**src/rtl/angstrom_pkg.sv**
```systemverilog
// Shared ALU width, opcode encodings and arbiter FSM states.
// Pure declarations: no latency, no backpressure.
package angstrom_pkg;

    localparam int WIDTH = 8;

    localparam logic [2:0] FUNC_ADI = 3'd0;
    localparam logic [2:0] FUNC_ADD = 3'd1;
    localparam logic [2:0] FUNC_SUB = 3'd2;
    localparam logic [2:0] FUNC_AND = 3'd3;
    localparam logic [2:0] FUNC_ORR = 3'd4;
    localparam logic [2:0] FUNC_XOR = 3'd5;
    localparam logic [2:0] FUNC_LSL = 3'd6;
    localparam logic [2:0] FUNC_LSR = 3'd7;

    typedef enum logic {
        ARB_IDLE = 1'b0,
        ARB_RESP = 1'b1
    } arb_state_t;

endpackage

```
**src/rtl/alu_arbiter_if.sv**
```systemverilog
// Two-port request/response bundle between requesters and the shared ALU arbiter.
// Valid/ready on both channels; the response payload is shared and qualified per port.
interface alu_arbiter_if #(parameter int WIDTH = angstrom_pkg::WIDTH);

    logic [1:0]       req_valid;
    logic [1:0]       req_ready;
    logic [WIDTH-1:0] req_a0;
    logic [WIDTH-1:0] req_b0;
    logic [WIDTH-1:0] req_a1;
    logic [WIDTH-1:0] req_b1;
    logic [2:0]       req_func0;
    logic [2:0]       req_func1;
    logic [1:0]       rsp_valid;
    logic [1:0]       rsp_ready;
    logic [WIDTH-1:0] rsp_result;
    logic             rsp_zero;
    logic             rsp_carry;
    logic             rsp_owner;

    modport master (
        output req_valid, req_a0, req_b0, req_a1, req_b1, req_func0, req_func1, rsp_ready,
        input  req_ready, rsp_valid, rsp_result, rsp_zero, rsp_carry, rsp_owner
    );

    modport slave (
        input  req_valid, req_a0, req_b0, req_a1, req_b1, req_func0, req_func1, rsp_ready,
        output req_ready, rsp_valid, rsp_result, rsp_zero, rsp_carry, rsp_owner
    );

endinterface

```
**src/rtl/alu.sv**
```systemverilog
// Combinational 8-opcode ALU with zero and carry/borrow flags.
// Zero latency, no handshake.
module alu #(
    parameter int WIDTH = angstrom_pkg::WIDTH
) (
    input  logic [WIDTH-1:0] a,
    input  logic [WIDTH-1:0] b,
    input  logic [2:0]       func,
    output logic [WIDTH-1:0] result,
    output logic             zero,
    output logic             carry
);
    import angstrom_pkg::*;

    logic [WIDTH:0] sum_ext;
    logic [WIDTH:0] diff_ext;

    assign sum_ext  = {1'b0, a} + {1'b0, b};
    assign diff_ext = {1'b0, a} - {1'b0, b};

    always_comb begin
        result = '0;
        carry  = 1'b0;
        case (func)
            FUNC_ADI, FUNC_ADD: begin
                result = sum_ext[WIDTH-1:0];
                carry  = sum_ext[WIDTH];
            end
            FUNC_SUB: begin
                result = diff_ext[WIDTH-1:0];
                carry  = diff_ext[WIDTH];
            end
            FUNC_AND: result = a & b;
            FUNC_ORR: result = a | b;
            FUNC_XOR: result = a ^ b;
            FUNC_LSL: result = {a[WIDTH-2:0], 1'b0};
            default:  result = {1'b0, a[WIDTH-1:1]};
        endcase
    end

    assign zero = (result == '0);

endmodule

```
**src/rtl/rr_arb2.sv**
```systemverilog
// Two-way round-robin grant; the port not granted last wins a tie.
// Combinational; en=0 suppresses every grant.
module rr_arb2 (
    input  logic [1:0] req,
    input  logic       last,
    input  logic       en,
    output logic [1:0] gnt
);

    always_comb begin
        gnt = 2'b00;
        if (en) begin
            if (&req) begin
                gnt = last ? 2'b01 : 2'b10;
            end else begin
                gnt = req;
            end
        end
    end

endmodule

```
**src/rtl/alu_arbiter.sv**
```systemverilog
// Shares one ALU between two valid/ready ports; result registered, response one cycle after accept.
// Accepts only when idle or when the held response drains in the same cycle.
module alu_arbiter #(
    parameter int WIDTH = angstrom_pkg::WIDTH
) (
    input  logic          clk,
    input  logic          rst_n,
    alu_arbiter_if.slave  bus
);
    import angstrom_pkg::*;

    arb_state_t       state_q, state_d;
    logic             last_q, last_d;
    logic             owner_q, owner_d;
    logic [WIDTH-1:0] result_q, result_d;
    logic             zero_q, zero_d;
    logic             carry_q, carry_d;

    logic             consume;
    logic             can_accept;
    logic [1:0]       gnt;
    logic             accept;
    logic             sel;
    logic [WIDTH-1:0] alu_a, alu_b, alu_res;
    logic [2:0]       alu_func;
    logic             alu_zero, alu_carry;

    assign consume    = (state_q == ARB_RESP) && bus.rsp_ready[owner_q];
    // rst_n gating keeps req_ready low while reset is held, not only after it.
    assign can_accept = rst_n && ((state_q == ARB_IDLE) || consume);

    rr_arb2 u_arb (
        .req  (bus.req_valid),
        .last (last_q),
        .en   (can_accept),
        .gnt  (gnt)
    );

    assign accept = |gnt;
    assign sel    = gnt[1];

    assign alu_a    = sel ? bus.req_a1    : bus.req_a0;
    assign alu_b    = sel ? bus.req_b1    : bus.req_b0;
    assign alu_func = sel ? bus.req_func1 : bus.req_func0;

    alu #(.WIDTH(WIDTH)) u_alu (
        .a      (alu_a),
        .b      (alu_b),
        .func   (alu_func),
        .result (alu_res),
        .zero   (alu_zero),
        .carry  (alu_carry)
    );

    always_comb begin
        state_d  = state_q;
        last_d   = last_q;
        owner_d  = owner_q;
        result_d = result_q;
        zero_d   = zero_q;
        carry_d  = carry_q;
        if (accept) begin
            state_d  = ARB_RESP;
            last_d   = sel;
            owner_d  = sel;
            result_d = alu_res;
            zero_d   = alu_zero;
            carry_d  = alu_carry;
        end else if (consume) begin
            state_d = ARB_IDLE;
        end
    end

    always_ff @(posedge clk or negedge rst_n) begin
        if (!rst_n) begin
            state_q  <= ARB_IDLE;
            last_q   <= 1'b1;
            owner_q  <= 1'b0;
            result_q <= '0;
            zero_q   <= 1'b0;
            carry_q  <= 1'b0;
        end else begin
            state_q  <= state_d;
            last_q   <= last_d;
            owner_q  <= owner_d;
            result_q <= result_d;
            zero_q   <= zero_d;
            carry_q  <= carry_d;
        end
    end

    assign bus.req_ready  = gnt;
    assign bus.rsp_valid  = (state_q == ARB_RESP) ? (owner_q ? 2'b10 : 2'b01) : 2'b00;
    assign bus.rsp_result = result_q;
    assign bus.rsp_zero   = zero_q;
    assign bus.rsp_carry  = carry_q;
    assign bus.rsp_owner  = owner_q;

endmodule

```
**src/flat_wrapper.sv**
```systemverilog
// flat-port wrapper written by rule: the top's interface ports become plain ports
module alu_arbiter_flat import angstrom_pkg::*;
#(
    parameter int WIDTH = angstrom_pkg::WIDTH
)
  (clk, rst_n, bus_req_valid, bus_req_a0, bus_req_b0, bus_req_a1, bus_req_b1, bus_req_func0, bus_req_func1, bus_rsp_ready, bus_req_ready, bus_rsp_valid, bus_rsp_result, bus_rsp_zero, bus_rsp_carry, bus_rsp_owner);
  alu_arbiter_if #(.WIDTH(WIDTH)) bus_i ();
  input  logic clk;
  input  logic rst_n;
  input wire logic [$bits(bus_i.req_valid)-1:0] bus_req_valid;
  input wire logic [$bits(bus_i.req_a0)-1:0] bus_req_a0;
  input wire logic [$bits(bus_i.req_b0)-1:0] bus_req_b0;
  input wire logic [$bits(bus_i.req_a1)-1:0] bus_req_a1;
  input wire logic [$bits(bus_i.req_b1)-1:0] bus_req_b1;
  input wire logic [$bits(bus_i.req_func0)-1:0] bus_req_func0;
  input wire logic [$bits(bus_i.req_func1)-1:0] bus_req_func1;
  input wire logic [$bits(bus_i.rsp_ready)-1:0] bus_rsp_ready;
  output wire logic [$bits(bus_i.req_ready)-1:0] bus_req_ready;
  output wire logic [$bits(bus_i.rsp_valid)-1:0] bus_rsp_valid;
  output wire logic [$bits(bus_i.rsp_result)-1:0] bus_rsp_result;
  output wire logic [$bits(bus_i.rsp_zero)-1:0] bus_rsp_zero;
  output wire logic [$bits(bus_i.rsp_carry)-1:0] bus_rsp_carry;
  output wire logic [$bits(bus_i.rsp_owner)-1:0] bus_rsp_owner;
  assign bus_i.req_valid = bus_req_valid;
  assign bus_i.req_a0 = bus_req_a0;
  assign bus_i.req_b0 = bus_req_b0;
  assign bus_i.req_a1 = bus_req_a1;
  assign bus_i.req_b1 = bus_req_b1;
  assign bus_i.req_func0 = bus_req_func0;
  assign bus_i.req_func1 = bus_req_func1;
  assign bus_i.rsp_ready = bus_rsp_ready;
  assign bus_req_ready = bus_i.req_ready;
  assign bus_rsp_valid = bus_i.rsp_valid;
  assign bus_rsp_result = bus_i.rsp_result;
  assign bus_rsp_zero = bus_i.rsp_zero;
  assign bus_rsp_carry = bus_i.rsp_carry;
  assign bus_rsp_owner = bus_i.rsp_owner;
  alu_arbiter #(.WIDTH(WIDTH)) u_core (.clk(clk), .rst_n(rst_n), .bus(bus_i));
endmodule
```
**config.mk**
```make
export PLATFORM = sky130hd
export DESIGN_NAME = alu_arbiter_flat
export DESIGN_NICKNAME = d
export VERILOG_FILES = /design/src/rtl/angstrom_pkg.sv /design/src/rtl/alu_arbiter_if.sv /design/src/rtl/alu.sv /design/src/rtl/rr_arb2.sv /design/src/rtl/alu_arbiter.sv /design/src/flat_wrapper.sv
export SDC_FILE = /design/constraint.sdc
export NUM_CORES = 1
export LEC_CHECK = 0
export ABC_AREA = 1
export CORE_ASPECT_RATIO = 1.4
export CORE_UTILIZATION = 40
export CTS_BUF_LIST = sky130_fd_sc_hd__clkbuf_2
export DETAILED_ROUTE_END_ITERATION = 16
export PLACE_DENSITY = 0.67
export RECOVER_POWER = 100
export SETUP_SLACK_MARGIN = 0.4
export SYNTH_ARGS = -nofsm -noshare
export SYNTH_HDL_FRONTEND = slang
export SYNTH_SLANG_ARGS = --single-unit
```
**constraint.sdc**
```tcl
create_clock -name clk -period 6.1 [get_ports clk]
set_input_delay 1.22 -clock clk [delete_from_list [all_inputs] [get_ports clk]]
set_output_delay 1.22 -clock clk [all_outputs]
set_load 0.01 [all_outputs]
```
**Word-level counts from Yosys, hierarchy flattened**

Cells that the tools add are included.

- Logic and storage cells: 42
- Output and inout port bits: 15
- Register bits after elaboration: 13
- Bits of input ports: 44

- $lt $le $gt $ge: 1
- Bitwise operators: 4
- Multiplexer cells: 14
- Reductions and logical operators: 9
- Equality and inequality tests: 6
- Add/subtract/negate cells: 2

Operators by type and width:

| kind | number |
|---|---|
| $pmux 8 s6 | 1 |
| $mux 8 | 2 |
| $mux 2 | 5 |
| $add 8x8->9 | 1 |
| $eq 3x3->1 const B | 3 |
| $sub 8x8->9 | 1 |
| $and 8x8->8 | 1 |
| $logic_not 8->1 | 1 |
| $or 8x8->8 | 1 |
| $xor 8x8->8 | 1 |
| $eq 3x2->1 const B | 2 |
| $mux 1 | 4 |
| $reduce_or 2->1 | 2 |
| $eq 3x1->1 const B | 1 |
| $logic_not 3->1 | 1 |
| $mux 3 | 1 |
| $logic_and 1x1->1 | 2 |
| $lt 1x2->1 const B | 1 |
| $pmux 1 s2 | 1 |
| $reduce_and 2->1 | 1 |
| $reduce_bool 2->1 | 1 |
| $logic_or 1x1->1 | 1 |
| $not 1->1 | 1 |

**Longest topological paths before layout**

- Depth in word-level cells: 11
- Gate-level depth with buffers: 27

**By module**

Synthesis repeated with hierarchy kept, for this count alone.

- Cells, all modules: 388
- Area total of the unflattened synthesis: 2,242.2 um^2

Modules (own cells, without submodules):

| module | times used | cells each | seq. area each (um^2) | area an instance (um^2) |
|---|---|---|---|---|
| alu | 1 | 258 | 0.0 | 1,435.1 |
| alu_arbiter | 1 | 125 | 326.6 | 785.8 |
| rr_arb2 | 1 | 5 | 0.0 | 21.3 |

**Least setup slack after synthesis**

OpenSTA, ideal clock, no wires.

- Kind: input to register
- Start point: input port bus_req_valid[1]
- End point: register u_core.zero_q (netlist: u_core.bus.rsp_zero)
- Setup time: 0.065 ns
- Required time: 6.035 ns
- Cell stages on the path: 24
- Arrival time: 3.764 ns
- Path buffers: 3
- Path slack: 2.271 ns
- Cell sequence: inv_1 -> a21oi_4 -> nand3_4 -> buf_2 -> buf_2 -> buf_2 -> nand2_1 -> o21ai_0 -> ha_1 -> fa_1 -> inv_1 -> nand3_1 -> nand2_1 -> xor2_1 -> inv_1 -> nand3_1 -> nand2_1 -> nor2_1 -> nand2_1 -> nand2_1 -> nand3_1 -> nor2_1 -> nand2_1 -> nand2_1

- Word-level cells in the longest chain between the ends: 8

RTL lines:

| item | line | text |
|---|---|---|
| start: declaration | flat_wrapper.sv:10 | `input wire logic [$bits(bus_i.req_valid)-1:0] bus_req_valid;` |
| $reduce_and 2->1 | rr_arb2.sv:13 | `if (&req) begin` |
| $mux 2 (*) | rr_arb2.sv:13 |  |
| $mux 2 (*) | rr_arb2.sv:12 | `if (en) begin` |
| branches (longest 5 deep; another with $sub 8x8->9) | n/a |  |
| end signal: assignment | alu_arbiter.sv:87 | `zero_q <= zero_d;` |
| end: declaration | alu_arbiter.sv:16 | `logic zero_q, zero_d;` |

Every way passes the cells marked *.
A chain may end at the register's enable or synchronous reset.

**Final worst setup path**

- Start point: input port rst_n
- End point: register u_core.zero_q (netlist: u_core.bus.rsp_zero)

- Word-level cells in the longest chain between the ends: 7

RTL lines:

| item | line | text |
|---|---|---|
| start: declaration | flat_wrapper.sv:9 | `input logic rst_n;` |
| $logic_and 1x1->1 (*) | alu_arbiter.sv:30 | `assign can_accept = rst_n && ((state_q == ARB_IDLE) \|\| consume);` |
| $mux 2 (*) | rr_arb2.sv:12 |  |
| branches (longest 5 deep; another with $sub 8x8->9) | n/a |  |

Marks and branches as above.

==> parameters.txt <==
Parameter                              Value

Status
  Status    finished, final reports clean

Flow run
  Number of maximum-capacitance violations    0

Detailed routing
  Number of nets with antenna violations after detailed routing    0
  Total routed wirelength    6810 um
  Routed wire length on met3    357 um
  Total number of vias    2605
  Routed met2 length    3550 um
  Iter 0 DRT Violations    232
  Wire length per cell    13.5 um
  Routed via count divided by cell count    5.17
  Wire length the detailed router placed on met1    2650 um
  DR pass1 iterations    5
  Number of DRC violations after detailed routing    0
  Highest metal layer with signal wires    met4

Clock network
  Gates resized, CTS repair    0
  Num CTS Buffers    3
  Clock sink count    13
  CTS root buf    sky130_fd_sc_hd__clkbuf_2
  CTS Hold Bufs    0
  Clock tree from TritonCTS    yes
  Number of buffers between clock root and the deepest sink    2
  Clk slew on worst S/H paths    0.11 ns
  Post-CTS Setup Bufs    0
  Maximum level of the CTS H-tree    1
  Clock latency reported for the late side of the worst-skew pair    0.26 ns

Power and ir drop
  Maximum resistive drop on vdd    0.0925 mV
  PnR Total Power    0.000817 W
  Power density over the cells    279 nW/um2
  Leakage power of the design    1.59 nW

Layout
  Post-layout utilization of the core    52.6%
  Final net count    507
  # fillers    593
  Proportion of layout cells with a drive suffix above 1    6.42%
  Post-route standard cell area excluding fillers    2930 um2
  Synthesis-to-finish area growth    26.0%
  Diode insertion count for antenna repair    0

STA
  Slew Limit Fails    0
  Clock skew    0.0120 ns
  Unrepaired setup endpoints after global routing    no
  Max_slew headroom    57.8%
  Final critical-path share of the clock period    80.0%
  Setup slack of the critical path after layout    1.22 ns
  Final Critical Period    4.88 ns
  Total of endpoints with negative setup slack in the final report    0
  Final-layout setup total negative slack    0 ns
  Max Clock Freq    205 MHz
  Transition at the pin with the smallest max-transition slack    0.626 ns
  Count of final hold-check violations    0

GRT
  Global Route Usage Sum    23.7%
  Pin count of the biggest net entering global routing    41
  Global-route congestion overflow total    0
  Initial antenna violation count    0
  Vias in the first global route    2473
  Wire length of the first global-routing pass    11300 um

Worst setup path
  Critical path fanouts, max    40
  Endpoint of the most critical register-to-register path    u_core.bus.rsp_zero
  Crit path DAT    5.08 ns
  Reg2reg path depth    20
  Source of the worst register-to-register timing path    u_core.bus.rsp_owner
  Data required time of the critical path    6.30 ns
  Critical setup path kind    primary input to flop
  Internal reg-to-reg setup slack    2.30 ns
  Element type at the critical path end    flop
  Element type at the critical path start    primary input

Placed design
  HPWL after detailed placement    5590 um
  Cell area after placement    2910 um2
  Number of I/O port buffers    58
  RePlAce Congestion    0.966
  Pre-CTS setup slack    1.08 ns

Synthesis
  Synthesized cell area    2320 um2
  Post-synthesis cell type count    35
  Post-synthesis register bit count    13
  Yosys synthesis warning count    0
  Seq/Total Area, Yosys    14.1%
  Count of flip-flops with a built-in enable after synthesis    0
  Asr flop ratio synth    100%
  Most used flip-flop cell after synthesis    sky130_fd_sc_hd__dfrtp_1
  Cells after synthesis    385
  Post-Syn Area per Cell    6.03 um2
  Synthesized netlist net count    455

Worst hold path
  Instance count along the most critical hold path    2
  Hold EP    u_core.bus.rsp_result[2]
  Hold path startpoint    u_core.bus.rsp_result[2]
  Kind of path behind the tightest hold check    flop to flop

Floorplanning
  Number of top-level pins    59
  Core Region    5570 um2
  Die Outline Area    6120 um2
  Floorplan row count    32
  Initial standard-cell utilization of the core    41.7%
  Width of the die    66.4 um
  Die Y    92.1 um
layer usage:
layer / track usage (%) / vias to the layer above
met5: 0 / -
met4: 12.1 / 0
met3: 1.99 / 20
met2: 43.6 / 99
met1: 26.1 / 1155
li1: - / 1331
where the power goes:
group / internal (W) / switching (W)
Clock: 0.0000174 / 0.0000266
Sequential: 0.000127 / 0.0000254
Combinational: 0.000239 / 0.000382
state kept, by name (all words and copies together) (netlist names):
| name | cells |
|---|---|
| u_core.bus.rsp_carry | 1 |
| u_core.bus.rsp_owner | 1 |
| u_core.bus.rsp_result | 8 |
| u_core.bus.rsp_zero | 1 |
| u_core.last_q | 1 |
| u_core.state_q | 1 |
cell families (layout without fill, tap and decap cells):
group           Yosys count  count (layout)  synth area share, %
simple gates            217             217                 43.6
buf+inv                  78             129                 14.4
compound gates           48              48                 12.1
fa+ha+maj                26              26                 14.7
flops                    13              13                 14.1
xor+xnor                  3               3                 1.13
critical path, stage by stage:
cell                            delay [ns]
sky130_fd_sc_hd__dlygate4sd3_1        0.53
sky130_fd_sc_hd__buf_4                0.26
sky130_fd_sc_hd__nand3_4              0.40
sky130_fd_sc_hd__o21ai_0              0.65
sky130_fd_sc_hd__ha_1                 0.41
sky130_fd_sc_hd__inv_1                0.20
sky130_fd_sc_hd__nand2_1              0.09
sky130_fd_sc_hd__nand2_1              0.07
sky130_fd_sc_hd__nand2_1              0.10
sky130_fd_sc_hd__nand3_1              0.11
sky130_fd_sc_hd__a21boi_0             0.30
sky130_fd_sc_hd__nand2_1              0.08
sky130_fd_sc_hd__nand2_1              0.07
sky130_fd_sc_hd__nand2_1              0.05
sky130_fd_sc_hd__nor2_1               0.19
sky130_fd_sc_hd__nand3_1              0.10
sky130_fd_sc_hd__nor2_1               0.11
sky130_fd_sc_hd__nand2_1              0.06
sky130_fd_sc_hd__nand2_1              0.05
how the worst max path moves through the flow:
stage | end | startpoint
2_1_floorplan | u_core.bus.rsp_zero | bus_req_valid[1]
3_3_place_gp | u_core.bus.rsp_zero | bus_req_valid[1]
3_5_place_dp | u_core.bus.rsp_zero | bus_req_valid[1]
4_1_cts | u_core.bus.rsp_zero | bus_req_valid[1]
5_1_grt | u_core.bus.rsp_zero | rst_n
6_report | u_core.bus.rsp_zero | rst_n
cell type report:
class | count | area [um2] | area share (%)
Multi-Input combinational cell | 294 | 1660 | 56.7
Clock buffer | 4 | 20.0 | 0.684
Tap cell | 68 | 85.1 | 2.91
Inverter | 65 | 244 | 8.34
Timing Repair Buffer | 60 | 592 | 20.2
Sequential cell | 13 | 327 | 11.2
Yosys cell counts (2+ instances only):
cell | number | area, um2
sky130_fd_sc_hd__nand3_1 | 31 | 155
sky130_fd_sc_hd__nand4_1 | 22 | 138
sky130_fd_sc_hd__dfrtp_1 | 12 | 300
sky130_fd_sc_hd__xor2_1 | 3 | 26.3
sky130_fd_sc_hd__inv_1 | 64 | 240
sky130_fd_sc_hd__buf_6 | 4 | 45.0
sky130_fd_sc_hd__o21a_1 | 4 | 30.0
sky130_fd_sc_hd__nor2_1 | 40 | 150
sky130_fd_sc_hd__o22ai_1 | 2 | 12.5
sky130_fd_sc_hd__nand2_1 | 101 | 379
sky130_fd_sc_hd__nand2_4 | 3 | 33.8
sky130_fd_sc_hd__nand2_2 | 9 | 56.3
sky130_fd_sc_hd__nand3_4 | 2 | 35.0
sky130_fd_sc_hd__buf_2 | 9 | 45.0
sky130_fd_sc_hd__nor2_2 | 3 | 18.8
sky130_fd_sc_hd__fa_1 | 2 | 40.0
sky130_fd_sc_hd__a21oi_1 | 11 | 55.1
sky130_fd_sc_hd__o21ai_0 | 21 | 105
sky130_fd_sc_hd__o21ai_1 | 3 | 15.0
sky130_fd_sc_hd__ha_1 | 24 | 300
layout by cell type, fill, tap and decap left out, types with 3 or more instances in the layout:
master and n:
sky130_fd_sc_hd__a21oi_1 11, sky130_fd_sc_hd__clkbuf_2 4, sky130_fd_sc_hd__clkdlybuf4s50_1 42, sky130_fd_sc_hd__dfrtp_1 12
sky130_fd_sc_hd__dlygate4sd3_1 16, sky130_fd_sc_hd__ha_1 24, sky130_fd_sc_hd__inv_1 64, sky130_fd_sc_hd__nand2_1 101
sky130_fd_sc_hd__nand2_2 9, sky130_fd_sc_hd__nand2_4 3, sky130_fd_sc_hd__nand3_1 31, sky130_fd_sc_hd__nand4_1 22
sky130_fd_sc_hd__nor2_1 41, sky130_fd_sc_hd__o21a_1 4, sky130_fd_sc_hd__o21ai_0 21, sky130_fd_sc_hd__o21ai_1 3
sky130_fd_sc_hd__xor2_1 3
through the flow:
step / hold slack (ns) / instances
finish: 0.495 / 504
detailed placement: 0.470 / 500
floorplan: 0.505 / 385
global placement: 0.465 / 500
CTS: 0.502 / 504
global route: 0.516 / 504
(Power assumes the default switching activity.)
